--- config.mk ---
export PLATFORM = sky130hd
export DESIGN_NAME = uart_rx_frame
export DESIGN_NICKNAME = d
export VERILOG_FILES = /design/src/rtl/uart_pkg.sv /design/src/rtl/uart_sync2.sv /design/src/rtl/uart_rx_frame.sv
export SDC_FILE = /design/constraint.sdc
export NUM_CORES = 1
export LEC_CHECK = 0
export CORE_MARGIN = 2
export CORE_UTILIZATION = 46
export DETAILED_ROUTE_END_ITERATION = 7
export GPL_TIMING_DRIVEN = 0
export PLACE_DENSITY_LB_ADDON = 0.1
export SETUP_SLACK_MARGIN = 0.4
export SLEW_MARGIN = 0
export SYNTH_ARGS = -nofsm -noshare
export SYNTH_HDL_FRONTEND = slang
export SYNTH_SLANG_ARGS = --single-unit
--- constraint.sdc ---
create_clock -name i_clock -period 1.64 [get_ports i_clock]
set_clock_uncertainty 0.15 [all_clocks]
set_input_delay 0.164 -clock i_clock [delete_from_list [all_inputs] [get_ports i_clock]]
set_output_delay 0.164 -clock i_clock [all_outputs]
set_load 0.03 [all_outputs]
--- src/rtl/uart_pkg.sv ---
// Shared types and helpers for the parametrised UART receive path.
// FSM state encoding, parity mode decode and a constant log2 helper.
package uart_pkg;

   typedef enum logic [2:0] {
      IDLE   = 3'd0,
      START  = 3'd1,
      DATA   = 3'd2,
      PARITY = 3'd3,
      STOP   = 3'd4
   } state_t;

   typedef enum logic [1:0] {
      PAR_NONE = 2'b00,
      PAR_EVEN = 2'b01,
      PAR_ODD  = 2'b10
   } par_mode_t;

   function automatic int unsigned clog2(input int unsigned value);
      int unsigned result;
      result = 0;
      for (int unsigned i = 0; i < 32; i++) begin
         if ((32'd1 << i) < value) begin
            result = i + 1;
         end
      end
      return result;
   endfunction

   // Encoding 2'b11 is reserved and behaves as no parity.
   function automatic par_mode_t decode_par(input logic [1:0] mode);
      par_mode_t result;
      case (mode)
         2'b01:   result = PAR_EVEN;
         2'b10:   result = PAR_ODD;
         default: result = PAR_NONE;
      endcase
      return result;
   endfunction

endpackage

--- src/rtl/uart_sync2.sv ---
// Two-flop synchronizer for an asynchronous single-bit input.
// Both stages reset to RST_VAL so an idle-high line does not look like a start bit.
module uart_sync2 #(
   parameter logic RST_VAL = 1'b1
) (
   input  logic i_clock,
   input  logic i_reset,
   input  logic i_async,
   output logic o_sync
);

   logic meta;

   always_ff @(posedge i_clock) begin
      if (i_reset) begin
         meta   <= RST_VAL;
         o_sync <= RST_VAL;
      end else begin
         meta   <= i_async;
         o_sync <= meta;
      end
   end

endmodule

--- src/rtl/uart_rx_frame.sv ---
// Parametrised UART receiver: synchronised input, false-start rejection,
// parity/framing/break/overrun flags and a sticky valid/read handshake.
module uart_rx_frame
   import uart_pkg::*;
#(
   parameter int unsigned NB_DATA    = 8,
   parameter int unsigned OVERSAMPLE = 16,
   parameter int unsigned NB_STOP    = 1,
   parameter int unsigned NB_TICK    = clog2(OVERSAMPLE),
   parameter int unsigned NB_BITCNT  = clog2(NB_DATA + 1)
) (
   input  logic               i_clock,
   input  logic               i_reset,
   input  logic               i_s_tick,
   input  logic               i_rx,
   input  logic [1:0]         i_parity_mode,
   input  logic               i_read,
   output logic [NB_DATA-1:0] o_data,
   output logic               o_valid,
   output logic               o_rx_done_tick,
   output logic               o_parity_err,
   output logic               o_frame_err,
   output logic               o_break,
   output logic               o_overrun,
   output logic               o_busy
);

   localparam logic [NB_TICK-1:0]   TICK_MID  = NB_TICK'(OVERSAMPLE / 2 - 1);
   localparam logic [NB_TICK-1:0]   TICK_END  = NB_TICK'(OVERSAMPLE - 1);
   localparam logic [NB_BITCNT-1:0] BIT_LAST  = NB_BITCNT'(NB_DATA - 1);
   localparam logic                 STOP_LAST = 1'(NB_STOP - 1);

   logic rx_s;

   uart_sync2 #(
      .RST_VAL (1'b1)
   ) u_rx_sync (
      .i_clock (i_clock),
      .i_reset (i_reset),
      .i_async (i_rx),
      .o_sync  (rx_s)
   );

   state_t               state,    state_n;
   logic [NB_TICK-1:0]   tick_cnt, tick_n;
   logic [NB_BITCNT-1:0] bit_cnt,  bit_n;
   logic                 stop_cnt, stop_n;
   logic [NB_DATA-1:0]   shift,    shift_n;
   logic                 xor_acc,  xor_n;
   par_mode_t            par_mode, mode_n;
   logic                 par_err,  perr_n;
   logic                 frm_err,  ferr_n;
   logic                 finish;

   logic [NB_DATA-1:0]   data_q;
   logic                 done_q;
   logic                 perr_q;
   logic                 ferr_q;
   logic                 brk_q;
   logic                 valid_q;
   logic                 ovr_q;

   always_ff @(posedge i_clock) begin
      if (i_reset) begin
         state    <= IDLE;
         tick_cnt <= '0;
         bit_cnt  <= '0;
         stop_cnt <= 1'b0;
         shift    <= '0;
         xor_acc  <= 1'b0;
         par_mode <= PAR_NONE;
         par_err  <= 1'b0;
         frm_err  <= 1'b0;
      end else begin
         state    <= state_n;
         tick_cnt <= tick_n;
         bit_cnt  <= bit_n;
         stop_cnt <= stop_n;
         shift    <= shift_n;
         xor_acc  <= xor_n;
         par_mode <= mode_n;
         par_err  <= perr_n;
         frm_err  <= ferr_n;
      end
   end

   always_comb begin
      state_n = state;
      tick_n  = tick_cnt;
      bit_n   = bit_cnt;
      stop_n  = stop_cnt;
      shift_n = shift;
      xor_n   = xor_acc;
      mode_n  = par_mode;
      perr_n  = par_err;
      ferr_n  = frm_err;
      finish  = 1'b0;
      case (state)
         IDLE: begin
            if (!rx_s) begin
               state_n = START;
               tick_n  = '0;
               bit_n   = '0;
               stop_n  = 1'b0;
               xor_n   = 1'b0;
               perr_n  = 1'b0;
               ferr_n  = 1'b0;
               mode_n  = decode_par(i_parity_mode);
            end
         end
         START: begin
            if (i_s_tick) begin
               if (tick_cnt == TICK_MID) begin
                  tick_n  = '0;
                  state_n = rx_s ? IDLE : DATA;
               end else begin
                  tick_n = tick_cnt + 1'b1;
               end
            end
         end
         DATA: begin
            if (i_s_tick) begin
               if (tick_cnt == TICK_END) begin
                  tick_n  = '0;
                  shift_n = {rx_s, shift[NB_DATA-1:1]};
                  xor_n   = xor_acc ^ rx_s;
                  bit_n   = bit_cnt + 1'b1;
                  if (bit_cnt == BIT_LAST) begin
                     state_n = (par_mode == PAR_NONE) ? STOP : PARITY;
                  end
               end else begin
                  tick_n = tick_cnt + 1'b1;
               end
            end
         end
         PARITY: begin
            if (i_s_tick) begin
               if (tick_cnt == TICK_END) begin
                  tick_n  = '0;
                  perr_n  = ((xor_acc ^ rx_s) != (par_mode == PAR_ODD));
                  state_n = STOP;
               end else begin
                  tick_n = tick_cnt + 1'b1;
               end
            end
         end
         STOP: begin
            if (i_s_tick) begin
               if (tick_cnt == TICK_END) begin
                  tick_n = '0;
                  ferr_n = frm_err | ~rx_s;
                  if (stop_cnt == STOP_LAST) begin
                     state_n = IDLE;
                     finish  = 1'b1;
                  end else begin
                     stop_n = stop_cnt + 1'b1;
                  end
               end else begin
                  tick_n = tick_cnt + 1'b1;
               end
            end
         end
         default: state_n = IDLE;
      endcase
   end

   // Result registers load on the last stop sample, so they and done_q change
   // together; valid/overrun resolve one cycle later so i_read during the done
   // cycle is seen as consuming the previous word.
   always_ff @(posedge i_clock) begin
      if (i_reset) begin
         data_q  <= '0;
         done_q  <= 1'b0;
         perr_q  <= 1'b0;
         ferr_q  <= 1'b0;
         brk_q   <= 1'b0;
         valid_q <= 1'b0;
         ovr_q   <= 1'b0;
      end else begin
         done_q <= finish;
         if (finish) begin
            data_q <= shift;
            perr_q <= (par_mode != PAR_NONE) && par_err;
            ferr_q <= ferr_n;
            brk_q  <= (shift == '0) && ferr_n;
         end
         if (done_q) begin
            valid_q <= 1'b1;
            ovr_q   <= valid_q && !i_read;
         end else if (i_read) begin
            valid_q <= 1'b0;
            ovr_q   <= 1'b0;
         end
      end
   end

   assign o_data         = data_q;
   assign o_valid        = valid_q | done_q;
   assign o_rx_done_tick = done_q;
   assign o_parity_err   = perr_q;
   assign o_frame_err    = ferr_q;
   assign o_break        = brk_q;
   assign o_overrun      = ovr_q;
   assign o_busy         = (state != IDLE);

endmodule

---- After elaboration in Yosys (flattened, before gate mapping) ----
Index checks and enable logic that the tools add are counted.
operators by class
  add/subtract/negate cells ............... 3
  equal/unequal tests ..................... 23
  multiplexer cells ....................... 46
  bitwise logic cells ..................... 4
  reductions and logical operators ........ 22
operator list
  kind                                                                    number
  3-bit 2-to-1 mux                                                        12
  4-bit 2-to-1 mux                                                        7
  2-bit inequality test (second input constant)                           11
  1-bit 2-to-1 mux                                                        18
  4-bit AND reduction                                                     4
  3-bit case mux with 5 select lines                                      1
  4-bit case mux with 3 select lines                                      1
  11-bit AND reduction                                                    1
  2-bit nonzero test                                                      5
  4-bit by 1-bit adder with 4-bit output (second input constant)          2
  4-bit by 3-bit equality test with 1-bit output (second input constant)  2
  8-bit zero test                                                         1
  1-bit case mux with 2 select lines                                      4
  4-bit case mux with 2 select lines                                      1
  3-bit by 2-bit equality test with 1-bit output (second input constant)  2
  3-bit nonzero test                                                      2
  2-bit equality test (second input constant)                             2
  4-bit equality test (second input constant)                             1
  2-bit case mux with 2 select lines                                      1
  3-bit by 1-bit equality test with 1-bit output (second input constant)  1
  3-bit equality test (second input constant)                             1
  1-bit logical AND                                                       3
  3-bit zero test                                                         1
  3-bit AND reduction                                                     1
  other kinds (12)                                                        13
storage, ports and cells
  register bits after elaboration ......... 41
  input port bits ......................... 7
  output and inout port bits .............. 15
  logic and storage cells ................. 116

---- Depth between registers and ports, before layout ----
  depth in word-level cells ............... 6
  gate-level depth with buffers ........... 7

---- Hierarchy ----
From an unflattened synthesis, not the netlist that was laid out.
unflattened totals
  cells, all modules ...................... 220
  area total of the unflattened synthesis .. 1780.5 µm²
modules (own cells, without submodules)
  module         times used  cells an instance  area each (µm²)
  uart_rx_frame  1           216                1727.9
  uart_sync2     1           4                  52.6

---- Worst setup path before layout ----
OpenSTA, ideal clock, no wires.
  kind .................................... reg-to-reg
  start point ............................. reg state[2]
  end point ............................... reg tick_cnt[3]
  library setup time ...................... 117 ps
  arrival time ............................ 1473 ps
  required time ........................... 1373 ps
  slack ................................... -99 ps
  stages on the path, launching flop included .. 7
  buffers on the path ..................... 2
  clock period less this slack ............ 1739 ps
  cell sequence ........................... dfxtp_1 > buf_6 > or3_1 > buf_2 > and2_1 > and2_1 > a22o_1
on the way
  word-level cells in the longest chain between the ends .. 4
  elaborated cells on any way between the ends .. 12
ends and longest elaborated chain
  item                                                                                                     RTL line             source
  start: declaration                                                                                       uart_rx_frame.sv:44  state_t state, state_n;
  start signal: assignment                                                                                 uart_rx_frame.sv:75  state <= state_n;
  3-bit equality test / 3-bit by 2-bit equality test with 1-bit output (equally long branches)             uart_rx_frame.sv:98  case (state)
  3-bit OR reduction (no line)                                                                             --
  2-bit by 1-bit inequality test with 1-bit output (no line) / 3-bit nonzero test (equally long branches)  --
  4-bit AND reduction (no line)                                                                            --
  end signal: assignment                                                                                   uart_rx_frame.sv:76  tick_cnt <= tick_n;
  end: declaration                                                                                         uart_rx_frame.sv:45  logic [NB_TICK-1:0] tick_cnt, tick_n;
Parallel ways exist; a longest one is shown, timed or not.
A chain may end at the register's enable or synchronous reset.

---- Worst setup path after layout ----
Ends and elaborated chain as after synthesis.

==> results.sh <==
export IMPL_grt_ovfl_total=0
export IMPL_wl_mm=5.18
export IMPL_rows=23
export IMPL_syn_area_mm2=0.00188
export IMPL_post_place_ws_ns=-0.255
export IMPL_fp_dieH_um=67.9
export IMPL_end_kind="flip-flop"
export IMPL_clockBufferDepth=2
export IMPL_synth_edf_count=0
export IMPL_fin_ws_ns=-0.119
export IMPL_yosysTopAreaCell="dfxtp_1"
export IMPL_synth_ff_type="dfxtp_1"
export IMPL_wl_met3_um=274
export IMPL_fmax_mhz=569
export IMPL_final_cells=329
export IMPL_gr_usage_all_layers_pct=23.6
export IMPL_dp_cells=298
export IMPL_ant_nets=0
export IMPL_insertion_delay_ns=0.29
export IMPL_synth_top_area_share_pct=42.7
export IMPL_violations="negative setup slack"
export IMPL_drive_gt1_share_pct=46.2
export IMPL_synth_async_reset_ratio_pct=0
export IMPL_pin_count=22
export IMPL_final_period_utilization_pct=107
export IMPL_drt_first_pass_iters=4
export IMPL_met1_length_mm=2.22
export IMPL_syn2layout_area_growth_pct=47.3
export IMPL_cts_sinks=40
export IMPL_setup_viol=10
export IMPL_antenna_found_initial=0
export IMPL_yosysSeqAreaShare_pct=42.7
export IMPL_cp_required_ns=1.68
export IMPL_rsz0062_at_grt="yes"
export IMPL_fin_setup_tns_ns=-0.369
export IMPL_outcome="complete, but fails checks"
export IMPL_min_path_type="in2reg"
export IMPL_vias=1826
export IMPL_grt_pass1_vias=1676
export IMPL_yosys_cell_types_count=51
export IMPL_dieArea_mm2=0.00461
export IMPL_io_buffers=21
export IMPL_post_drt_wl_per_cell_um=15.8
export IMPL_slew_limit_headroom_pct=71.7
export IMPL_peakVddDrop_mv=0.537
export IMPL_via_per_inst=5.55
export IMPL_max_cap_violations=0
export IMPL_globalplace_congestion=0.805
export IMPL_clk_pin_slew_ns=0.08
export IMPL_grt_max_degree=13
export IMPL_wl_met2_mm=2.60
export IMPL_drv_slew=0
export IMPL_final_nets=288
export IMPL_die_x_um=67.9
export IMPL_rrSetupSlack_ns=-0.12
export IMPL_nFillCells=297
export IMPL_worst_slew_pin_slew_ns=0.420
export IMPL_syn_avg_cell_area_um2=8.27
export IMPL_cts_root_buffer="clkbuf_8"
export IMPL_cts_buffers=5
export IMPL_powerDensity_mw_per_mm2=659
export IMPL_syn_num_nets=236
export IMPL_dp_hpwl_mm=2.95
export IMPL_worstPathMaxFanout=6
export IMPL_num_antenna_cells=0
export IMPL_htree_levels=2
export IMPL_critical_path_class="reg2reg"
export IMPL_yosysWarnings=0
export IMPL_timing_hold_ws_ns=0.117
export IMPL_drtIter0Drc=105
export IMPL_power_leakage_nw=1.05
export IMPL_ys_ff_latch=40
export IMPL_cp_arrival_ns=1.80
export IMPL_cts_tree="done"
export IMPL_synth_area_leaders="dfxtp_1 43%, nand2_1 8.6%, a21oi_1 6.9%"
export IMPL_startpoint_type="flip-flop"
export IMPL_syn_inst=227
export IMPL_top_layer_used="met4"
export IMPL_start_util_pct=47.3
export IMPL_final_core_util_pct=69.6
export IMPL_core_mm2=0.00397
export IMPL_post_route_min_period_ns=1.76
export IMPL_grt_first_pass_wirelength_mm=8.08
export IMPL_hold_viol=0
export IMPL_cts_hold_fix_buffers=0
export IMPL_drc_errors=0
layout by cell type (no fill, tap or decap), types with 4 or more instances in the layout:
cell type	count
buf_2	14
dfxtp_1	31
a21oi_1	16
nand2b_1	4
clkbuf_8	7
o21ai_0	6
dfxtp_2	6
a21oi_2	10
nand2_2	13
buf_4	18
buf_6	13
inv_1	4
nand2_1	28
clkdlybuf4s50_1	4
nor2_1	13
worst paths after layout:
kind,cells past startpoint,startpoint,end
worst min-delay path,3,i_reset,state[2]$_SDFFE_PP0P_
worst max register to register,6,state[2]$_SDFFE_PP0P_,tick_cnt[3]$_SDFFE_PP0P_
worst min register to register,1,u_rx_sync.meta$_SDFF_PP1_,u_rx_sync.o_sync$_SDFF_PP1_
worst max-delay path,6,state[2]$_SDFFE_PP0P_,tick_cnt[3]$_SDFFE_PP0P_
metal layers:
layer / up-vias / track usage [%]
li1: 900 / -
met1: 868 / 33.3
met2: 46 / 35.8
met3: 12 / 6.25
met4: 0 / 6.50
met5: - / 0
layout make-up:
type | instances | area [um2] | area share (%)
Buffer | 16 | 161 | 5.84
Clock buffer | 5 | 68.8 | 2.49
Clock inverter | 2 | 12.5 | 0.452
Inverter | 4 | 15.0 | 0.543
Multi-Input combinational cell | 168 | 1240 | 44.7
Sequential cell | 40 | 820 | 29.6
Tap cell | 50 | 62.6 | 2.26
Timing Repair Buffer | 44 | 389 | 14.1
power breakdown:
part           total [W]  internal, W  switching [W]  leakage (nW)
registers       0.000983     0.000975     0.00000738         0.327
logic           0.000201    0.0000958       0.000105         0.682
clock network   0.000638     0.000288       0.000350        0.0400
total            0.00182      0.00136       0.000462          1.05
what timing repair did:
item | CTS | global route
gates resized for setup | 121 | 39
setup endpoints to repair | 54 | 41
buffers inserted | 17 | 3
endpoints found under the hold margin | 0 | 0
pin swaps | 12 | 11
gates cloned | 4 | 0
synth_stat cells, drive strengths merged, types with 2 or more instances:
cell type  count
nor3b          4
mux2i          2
or2            4
ha             2
clkbuf         6
or4            2
nor4           3
a31oi          2
xnor2          3
nor2          16
nand3          6
nor2b          2
nand3b         3
xor2           3
nand2b         5
a41oi          3
inv            4
dfxtp         40
buf           10
o22ai          2
a21oi         26
nand4          3
nand2         44
o21ai          7
or3            2
and2           2
and3           2
a2111oi        2
nor3           5
through the flow:
stage               area [um2]  total power (W)
floorplan                 1970          0.00111
global placement          2250          0.00116
detailed placement        2250          0.00116
CTS                       2610          0.00183
global route              2770          0.00189
finish                    2770          0.00182
cell families (layout without fill, tap and decap cells):
| family | after synthesis | in the layout | synth area share, % |
|---|---|---|---|
| adder cells (fa/ha/maj) | 2 | 2 | 1.33 |
| XOR/XNOR | 6 | 6 | 2.80 |
| AND/OR/NAND/NOR | 105 | 106 | 29.3 |
| flip-flops | 40 | 40 | 42.7 |
| AO/OA/AOI/OAI | 51 | 51 | 16.8 |
| buffers and inverters | 20 | 71 | 5.47 |
| multiplexers | 3 | 3 | 1.67 |
flip-flops by register name (all words and copies together), names as in the netlist, 2 cells and up:
name,flops
o_data,8
shift,8
bit_cnt,4
tick_cnt,4
state,3
par_mode,2
critical path, stage by stage, from the launching register on:
cell	delay (ns)
dfxtp_2	0.33
buf_6	0.12
or4_4	0.56
buf_8	0.16
nand2b_4	0.08
a41oi_2	0.04
a22o_1	0.21
Note: power is estimated with default switching activity, not from simulation.
